<file path="src/rtl/toy_bpu_btb_entry_buffer_pkg.sv">
// Shared types and sizes for the BTB entry buffer between BP decode and the BTB.
package toy_bpu_btb_entry_buffer_pkg;

  localparam int unsigned ENTRY_BUFFER_NUM       = 8;
  localparam int unsigned ENTRY_BUFFER_PTR_WIDTH = 3;
  localparam int unsigned BTB_INDEX_WIDTH        = 6;
  localparam int unsigned BTB_TAG_WIDTH          = 8;
  localparam int unsigned BTB_WAY_WIDTH          = 2;
  localparam int unsigned BTB_ENTRY_WIDTH        = 32;

  typedef struct packed {
    logic [BTB_INDEX_WIDTH-1:0] index;
    logic [BTB_TAG_WIDTH-1:0]   tag;
    logic [BTB_WAY_WIDTH-1:0]   way_hit;
    logic                       real_taken;
    logic [BTB_ENTRY_WIDTH-1:0] entry;
  } btb_entry_buffer_pkg;

  localparam int unsigned BTB_ENTRY_BUFFER_PLD_WIDTH = $bits(btb_entry_buffer_pkg);

endpackage

</file>
<file path="src/rtl/cmn_onehot_to_bin.sv">
// Encodes a one-hot (or all-zero) vector to the binary index of its set bit.
module cmn_onehot_to_bin #(
  parameter int unsigned N = 8,
  parameter int unsigned W = 3
) (
  input  logic [N-1:0] onehot,
  output logic [W-1:0] bin
);

  always_comb begin
    bin = '0;
    for (int unsigned i = 0; i < N; i++) begin
      if (onehot[i]) bin = bin | W'(i);
    end
  end

endmodule

</file>
<file path="src/rtl/cmn_real_mux_onehot.sv">
// AND-OR multiplexer driven by a one-hot select; all-zero select yields zero.
module cmn_real_mux_onehot #(
  parameter int unsigned N = 2,
  parameter int unsigned W = 1
) (
  input  logic [N-1:0]        sel,
  input  logic [N-1:0][W-1:0] din,
  output logic [W-1:0]        dout
);

  always_comb begin
    dout = '0;
    for (int unsigned i = 0; i < N; i++) begin
      dout = dout | (din[i] & {W{sel[i]}});
    end
  end

endmodule

</file>
<file path="src/rtl/toy_bpu_btb_entry_buffer.sv">
// Circular buffer of pending BTB updates with in-place merging and full bypass visibility.
module toy_bpu_btb_entry_buffer
  import toy_bpu_btb_entry_buffer_pkg::*;
(
  input  logic                                       clk,
  input  logic                                       rst,
  input  logic                                       alloc_vld,
  output logic                                       alloc_rdy,
  input  btb_entry_buffer_pkg                        alloc_pld,
  input  logic                                       btb_update_vld,
  output logic                                       btb_update_rdy,
  output btb_entry_buffer_pkg                        btb_update_pld,
  output btb_entry_buffer_pkg [ENTRY_BUFFER_NUM-1:0] entry_buffer_pld,
  output logic [ENTRY_BUFFER_PTR_WIDTH:0]            entry_buffer_ptr,
  output logic [ENTRY_BUFFER_NUM-1:0]                entry_buffer_ena
);

  localparam int unsigned N     = ENTRY_BUFFER_NUM;
  localparam int unsigned IW    = ENTRY_BUFFER_PTR_WIDTH;
  localparam int unsigned PW    = ENTRY_BUFFER_PTR_WIDTH + 1;
  localparam int unsigned PLD_W = BTB_ENTRY_BUFFER_PLD_WIDTH;

  btb_entry_buffer_pkg [N-1:0] slot_q, slot_d;
  logic [N-1:0]                ena_q, ena_d;
  logic [PW-1:0]               wr_ptr_q, wr_ptr_d;
  logic [PW-1:0]               rd_ptr_q, rd_ptr_d;

  logic [IW-1:0]               wr_idx, rd_idx, hit_idx;
  logic                        empty, full, pop;
  logic [N-1:0]                hit_vec, rd_sel;
  logic                        merge_hit, merge_push, new_push;
  logic [N-1:0][PLD_W-1:0]     slot_bits;
  logic [PLD_W-1:0]            head_bits;

  assign wr_idx = wr_ptr_q[IW-1:0];
  assign rd_idx = rd_ptr_q[IW-1:0];
  assign empty  = (wr_ptr_q == rd_ptr_q);
  assign full   = (wr_idx == rd_idx) && (wr_ptr_q[IW] != rd_ptr_q[IW]);
  assign pop    = btb_update_vld && !empty;

  // Merge candidates: live slots matching index+tag, never the head leaving this cycle.
  always_comb begin
    hit_vec = '0;
    for (int unsigned i = 0; i < N; i++) begin
      hit_vec[i] = alloc_vld && ena_q[i]
                   && (slot_q[i].index == alloc_pld.index)
                   && (slot_q[i].tag == alloc_pld.tag)
                   && !(pop && (rd_idx == IW'(i)));
    end
  end

  assign merge_hit  = |hit_vec;
  assign merge_push = merge_hit;
  assign new_push   = alloc_vld && !full && !merge_hit;

  cmn_onehot_to_bin #(
    .N (N),
    .W (IW)
  ) u_hit_enc (
    .onehot (hit_vec),
    .bin    (hit_idx)
  );

  assign rd_sel    = {{(N-1){1'b0}}, 1'b1} << rd_idx;
  assign slot_bits = slot_q;

  cmn_real_mux_onehot #(
    .N (N),
    .W (PLD_W)
  ) u_head_mux (
    .sel  (rd_sel),
    .din  (slot_bits),
    .dout (head_bits)
  );

  // Next-state: pop frees the head, merge rewrites in place, new push appends at wr_ptr.
  always_comb begin
    slot_d   = slot_q;
    ena_d    = ena_q;
    wr_ptr_d = wr_ptr_q;
    rd_ptr_d = rd_ptr_q;
    if (pop) begin
      ena_d[rd_idx] = 1'b0;
      rd_ptr_d      = rd_ptr_q + PW'(1);
    end
    if (merge_push) begin
      slot_d[hit_idx] = alloc_pld;
    end
    if (new_push) begin
      slot_d[wr_idx] = alloc_pld;
      ena_d[wr_idx]  = 1'b1;
      wr_ptr_d       = wr_ptr_q + PW'(1);
    end
  end

  always_ff @(posedge clk) begin
    if (rst) begin
      slot_q   <= '0;
      ena_q    <= '0;
      wr_ptr_q <= '0;
      rd_ptr_q <= '0;
    end else begin
      slot_q   <= slot_d;
      ena_q    <= ena_d;
      wr_ptr_q <= wr_ptr_d;
      rd_ptr_q <= rd_ptr_d;
    end
  end

  assign alloc_rdy        = !full || merge_hit;
  assign btb_update_rdy   = pop;
  assign btb_update_pld   = btb_entry_buffer_pkg'(head_bits);
  assign entry_buffer_pld = slot_q;
  assign entry_buffer_ptr = wr_ptr_q;
  assign entry_buffer_ena = ena_q;

endmodule
</file>
<file path="config.mk">
export PLATFORM = sky130hd
export DESIGN_NAME = toy_bpu_btb_entry_buffer
export DESIGN_NICKNAME = d
export VERILOG_FILES = /design/src/rtl/toy_bpu_btb_entry_buffer_pkg.sv /design/src/rtl/cmn_onehot_to_bin.sv /design/src/rtl/cmn_real_mux_onehot.sv /design/src/rtl/toy_bpu_btb_entry_buffer.sv
export SDC_FILE = /design/constraint.sdc
export NUM_CORES = 1
export LEC_CHECK = 0
export CAP_MARGIN = 20
export CORE_ASPECT_RATIO = 1.25
export CORE_MARGIN = 10
export CORE_UTILIZATION = 40
export DETAILED_ROUTE_END_ITERATION = 6
export GPL_TIMING_DRIVEN = 0
export PLACE_DENSITY = 0.7
export SYNTH_ARGS = -nofsm -noshare
export SYNTH_HDL_FRONTEND = slang
export SYNTH_HIERARCHICAL = 1
export SYNTH_SLANG_ARGS = --single-unit
</file>
<file path="constraint.sdc">
create_clock -name clk -period 3.35 [get_ports clk]
set_clock_uncertainty 0.1 [all_clocks]
set_input_delay 0.335 -clock clk [delete_from_list [all_inputs] [get_ports clk]]
set_output_delay 0.335 -clock clk [all_outputs]
set_load 0.02 [all_outputs]
</file>
# After elaboration in Yosys (flattened, before gate mapping)
# Cells that the tools add are included.
# word_totals
register_bits	408
word_cells	178
out_inout_bits	455
in_bits	53
# classes
n_shift	1
n_reduce_logical	61
order_cmp	6
addsub	2
eq_ne	26
n_mux	21
n_bitwise	18
# ops
op	count
$bwmux W392	2
$mux W392	2
$and A49 B49 Y49	8
$or A49 B49 Y49	7
$demux W49 S3	2
$mux W49	2
$eq A8 B8 Y1	8
$eq A6 B6 Y1	8
$logic_and A1 B1 Y1	47
$mux W8	2
$eq A3 B3 Y1 const B	4
$lt A3 B4 Y1 const B	3
$mux W3	4
$logic_not A1 Y1	11
$ge A3 B1 Y1 const B	3
$add A4 B1 Y4 const B	2
$and A8 B8 Y8	1
$not A8 Y8	1
$or A8 B8 Y8	1
$reduce_or A8 Y1	1
$shl A1 B3 Y8 const A	1
$demux W1 S3	2
$eq A3 B2 Y1 const B	2
$eq A4 B4 Y1	1
other kinds (7)	10

# Depth between registers and ports, before layout
# depth
depth_word	21
ltp_mapped	13
ltp_nobuf	10

# Modules after synthesis
# The synthesis kept the hierarchy.
# modules_own_cells
module	instances	seq_area_each_um2	cells_per_inst	area_per_inst_um2
toy_bpu_btb_entry_buffer	1	8167.8	1695	17854.6
cmn_real_mux_onehot	1	0.0	285	2039.5
cmn_onehot_to_bin	1	0.0	3	22.5

# Worst setup path after synthesis
# No wires, ideal clock.
# synth_path
kind	flip-flop to flip-flop
from	register wr_ptr_q[0], in the netlist entry_buffer_ptr[0]
to	register slot_q (netlist bit entry_buffer_pld[86])
arrival_ns	2.961
period_less_slack_ns	3.133
required_time_ns	3.178
setup_ns	0.072
path_stages_with_launch	13
path_slack_ns	0.217
path_buffers	4
cell_sequence	dfxtp_1 > clkbuf_2 > xnor2_1 > a41oi_2 > buf_4 > and2_1 > nor2_1 > or4_1 > nor3b_1 > mux2i_1 > buf_4 > buf_4 > mux2i_1
# synth_between
word_cells_on_any_way	55
cone_classes	order compare: 4; eq/ne: 2; mux: 15; reduce/logical: 34
# synth_lines
item	line	rtl
start: declaration	toy_bpu_btb_entry_buffer.sv:25	logic [PW-1:0] wr_ptr_q, wr_ptr_d;
start signal: assignment	toy_bpu_btb_entry_buffer.sv:105	wr_ptr_q <= wr_ptr_d;
$eq A4 B4 Y1 (*)	toy_bpu_btb_entry_buffer.sv:37	assign empty = (wr_ptr_q == rd_ptr_q);
$logic_not A1 Y1 (*)	toy_bpu_btb_entry_buffer.sv:39	assign pop = btb_update_vld && !empty;
$logic_and A1 B1 Y1 (*)	toy_bpu_btb_entry_buffer.sv:39	
named net btb_update_rdy	toy_bpu_btb_entry_buffer.sv:11	output logic btb_update_rdy,
$logic_and A1 B1 Y1 (*)	toy_bpu_btb_entry_buffer.sv:48	&& !(pop && (rd_idx == IW'(i)));
$logic_not A1 Y1 (*)	toy_bpu_btb_entry_buffer.sv:48	
$logic_and A1 B1 Y1 (*)	toy_bpu_btb_entry_buffer.sv:48	
named net hit_vec[3]	toy_bpu_btb_entry_buffer.sv:30	logic [N-1:0] hit_vec, rd_sel;
[5 not listed]	-	
named net hit_idx[0]	toy_bpu_btb_entry_buffer.sv:28	logic [IW-1:0] wr_idx, rd_idx, hit_idx;
$lt A3 B4 Y1 (not written as such) / $ge A3 B1 Y1 (equally long branches)	toy_bpu_btb_entry_buffer.sv:87	slot_d[hit_idx] = alloc_pld;
$logic_and A1 B1 Y1 (not written as such)	toy_bpu_btb_entry_buffer.sv:87	
$mux W49 (not written as such)	toy_bpu_btb_entry_buffer.sv:87	
$demux W49 S3 (*)	toy_bpu_btb_entry_buffer.sv:87	
$bwmux W392 (*)	toy_bpu_btb_entry_buffer.sv:87	
$mux W392 (*)	toy_bpu_btb_entry_buffer.sv:86	if (merge_push) begin
$bwmux W392	toy_bpu_btb_entry_buffer.sv:90	slot_d[wr_idx] = alloc_pld;
$mux W392 (*)	toy_bpu_btb_entry_buffer.sv:89	if (new_push) begin
end signal: assignment	toy_bpu_btb_entry_buffer.sv:103	slot_q <= slot_d;
end: declaration	toy_bpu_btb_entry_buffer.sv:23	btb_entry_buffer_pkg [N-1:0] slot_q, slot_d;
# The timed path passes the listed nets; every way through them passes the cells marked *.
# A chain may end at the register's enable or synchronous reset.

==> flow_metrics.tcl <==
set metrics [dict create \
    outcome "finished with violations" \
    violations "design-rule violations" \
    slowest_stage "clkbuf_1" \
    cts_tree "done" \
    yosysWarnings 6 \
    clockBufferDepth 3 \
    power-per-cell-area_nw_per_um2 452 \
    insertion_delay_ns 0.56 \
    grt_use_met1_pct 32.2 \
    die_w_um 220 \
    num_io_pins 508 \
    drc 1 \
    path_common_cell "ha_1" \
    hold_path.class "input pin to flop" \
    worst_slack_ns 0.0203 \
    maxSlewViolCount 0 \
    crit_type "flop to output port" \
    rsz0062_at_grt "true" \
    final_util_pct 55.9 \
    path_clk_slew_ns 0.06 \
    layout-drive-gt1-share_pct 9.00 \
    avgSynthCellArea_um2 10.0 \
    dieArea_um2 59200 \
    placed_cell_area_um2 25700 \
    vias 18000 \
    syn_inst 1982 \
    required_ns 2.91 \
    hold_viol 0 \
    use_met2_pct 48.9 \
    worstSetupStartpointType "flop" \
    drt_first_pass_iters 7 \
    grt_max_degree 20 \
    arrival_ns 2.89 \
    wl_um 87600 \
    drv_cap 0 \
    antenna_found_initial 3 \
    finalCritPeriodShare_pct 99.4 \
    place_congestion 0.959 \
    ant_nets 0 \
    drtIter0Drc 1421 \
    die_y_um 269 \
    cp_cell_sequence "ha_1 > ha_1 > clkbuf_1 > a22oi_1 > nand4_1 > dlygate4sd2_1" \
    syn_area_um2 19900 \
    critPathCaptureType "output port" \
    grt_pass1_vias 18400 \
    dp_hpwl_um 66400 \
    irDropWorstVdd_mv 0.382 \
    pre_cts_slack_ns -0.749 \
    power_mw 12.5 \
    use_met3_pct 5.92 \
    htreeDepth 2 \
    port-buffer-count 491 \
    rows 91 \
    nNetsFinal 2597 \
    grt_use_total_pct 28.2 \
    grt_pass1_wl_um 126000 \
    synth_nets 2042 \
    p_leak_nw 12.3 \
    grt.busiest_layer "met2" \
    setup_viol 0 \
    cts_buffers 43 \
    area_growth_pct 38.3 \
    design_area_um2 27500 \
    post-route-min-period_ns 3.33 \
    worst_pin_slew_ns 0.907 \
    clock-sinks 408 \
    slowest_delay_ns 0.64 \
    holdWs_ns 0.260 \
    root_buffer "clkbuf_16" \
    routed_via_density 5.58 \
    timing.fmax_ghz 0.300 \
    worst-path-max-fanout 10 \
    maxSlewHeadroom_pct 39.5 \
    fill_cells 4387 \
    initial_core_util_pct 40.4 \
    routedWlPerCell_um 27.2 \
    overflow 0 \
    core_area_um2 49300 \
]
-- critical path: cells and delay by family (launching register included) --
kind / cells / cell delay [ns]
fa+ha+maj: 2 / 0.56
simple gates: 1 / 0.21
compound gates: 1 / 0.16
flops: 1 / 0.40
buf+inv: 2 / 1.00
-- path summary, 6_finish.rpt --
path / startpoint / to / slack, ns / depth (start not counted)
hold reg to reg: entry_buffer_pld[347] / entry_buffer_pld[347] / 0.40 / 2
setup reg to reg: entry_buffer_pld[338] / entry_buffer_pld[381] / 0.03 / 11
hold / removal: alloc_vld / entry_buffer_ptr[0] / 0.26 / 4
setup / recovery: rd_ptr_q[0] / btb_update_pld[47] / 0.02 / 6
-- per-layer routing --
layer	vias to the layer above	share of wire, %
li1	8007	-
met1	8907	38
met2	843	50
met3	224	7.8
met4	2	4.8
met5	-	0.014
-- repair_timing --
| item | 4_1_cts | 5_1_grt |
|---|---|---|
| hold buffers | 0 | 0 |
| setup buffers | 18 | 10 |
| gates resized for setup | 110 | 50 |
| gates cloned | 0 | 0 |
| endpoints found under the setup margin | 434 | 350 |
| pin swaps | 2 | 3 |
-- cells in the final DEF (no fill, tap or decap), types with 6 or more instances in the layout --
cell / count
clkbuf_8: 9
buf_1: 50
buf_2: 26
a22oi_1: 196
buf_8: 10
clkbuf_2: 6
clkdlybuf4s50_1: 444
nor2_1: 20
mux2i_1: 393
clkinv_2: 10
dlygate4sd2_1: 45
dfxtp_1: 405
nor3_1: 11
buf_4: 40
o21ai_0: 6
xnor2_1: 10
buf_6: 29
clkbuf_16: 45
mux2i_4: 7
clkbuf_1: 58
nand2b_1: 445
nand2_1: 25
xor2_1: 106
buf_12: 6
nor4_1: 17
nand4_1: 60
a21oi_1: 10
-- area by class of cell --
class	count	area [um2]	area share (%)
buffer	193	1230	4.45
antenna	3	7.51	0.0273
clock inverter	15	155	0.563
sequential	408	8170	29.7
multi-input combinational	1367	10800	39.2
inverter	4	15.0	0.0545
clock buffer	59	1270	4.61
timing repair buffer	520	5090	18.5
tap	651	815	2.96
-- power by group --
group / switching, mW / internal, mW / total (mW)
Sequential: 0.128 / 4.95 / 5.08
Clock: 2.04 / 2.87 / 4.91
Combinational: 1.55 / 0.911 / 2.46
-- through the flow --
stage / std cells / TNS [ns]
finish: 3220 / 0
global route: 3219 / -0.119
CTS: 3213 / -0.0959
detailed placement: 3125 / -86.17
global placement: 3124 / -75.84
floorplan: 1982 / 0
-- state kept, by name, summed over array words and instances, names as in the netlist --
| name | flops |
|---|---|
| entry_buffer_ena | 8 |
| entry_buffer_ptr | 4 |
| rd_ptr_q | 4 |
| entry_buffer_pld | 392 |
Power figures use the tool's default switching activity.
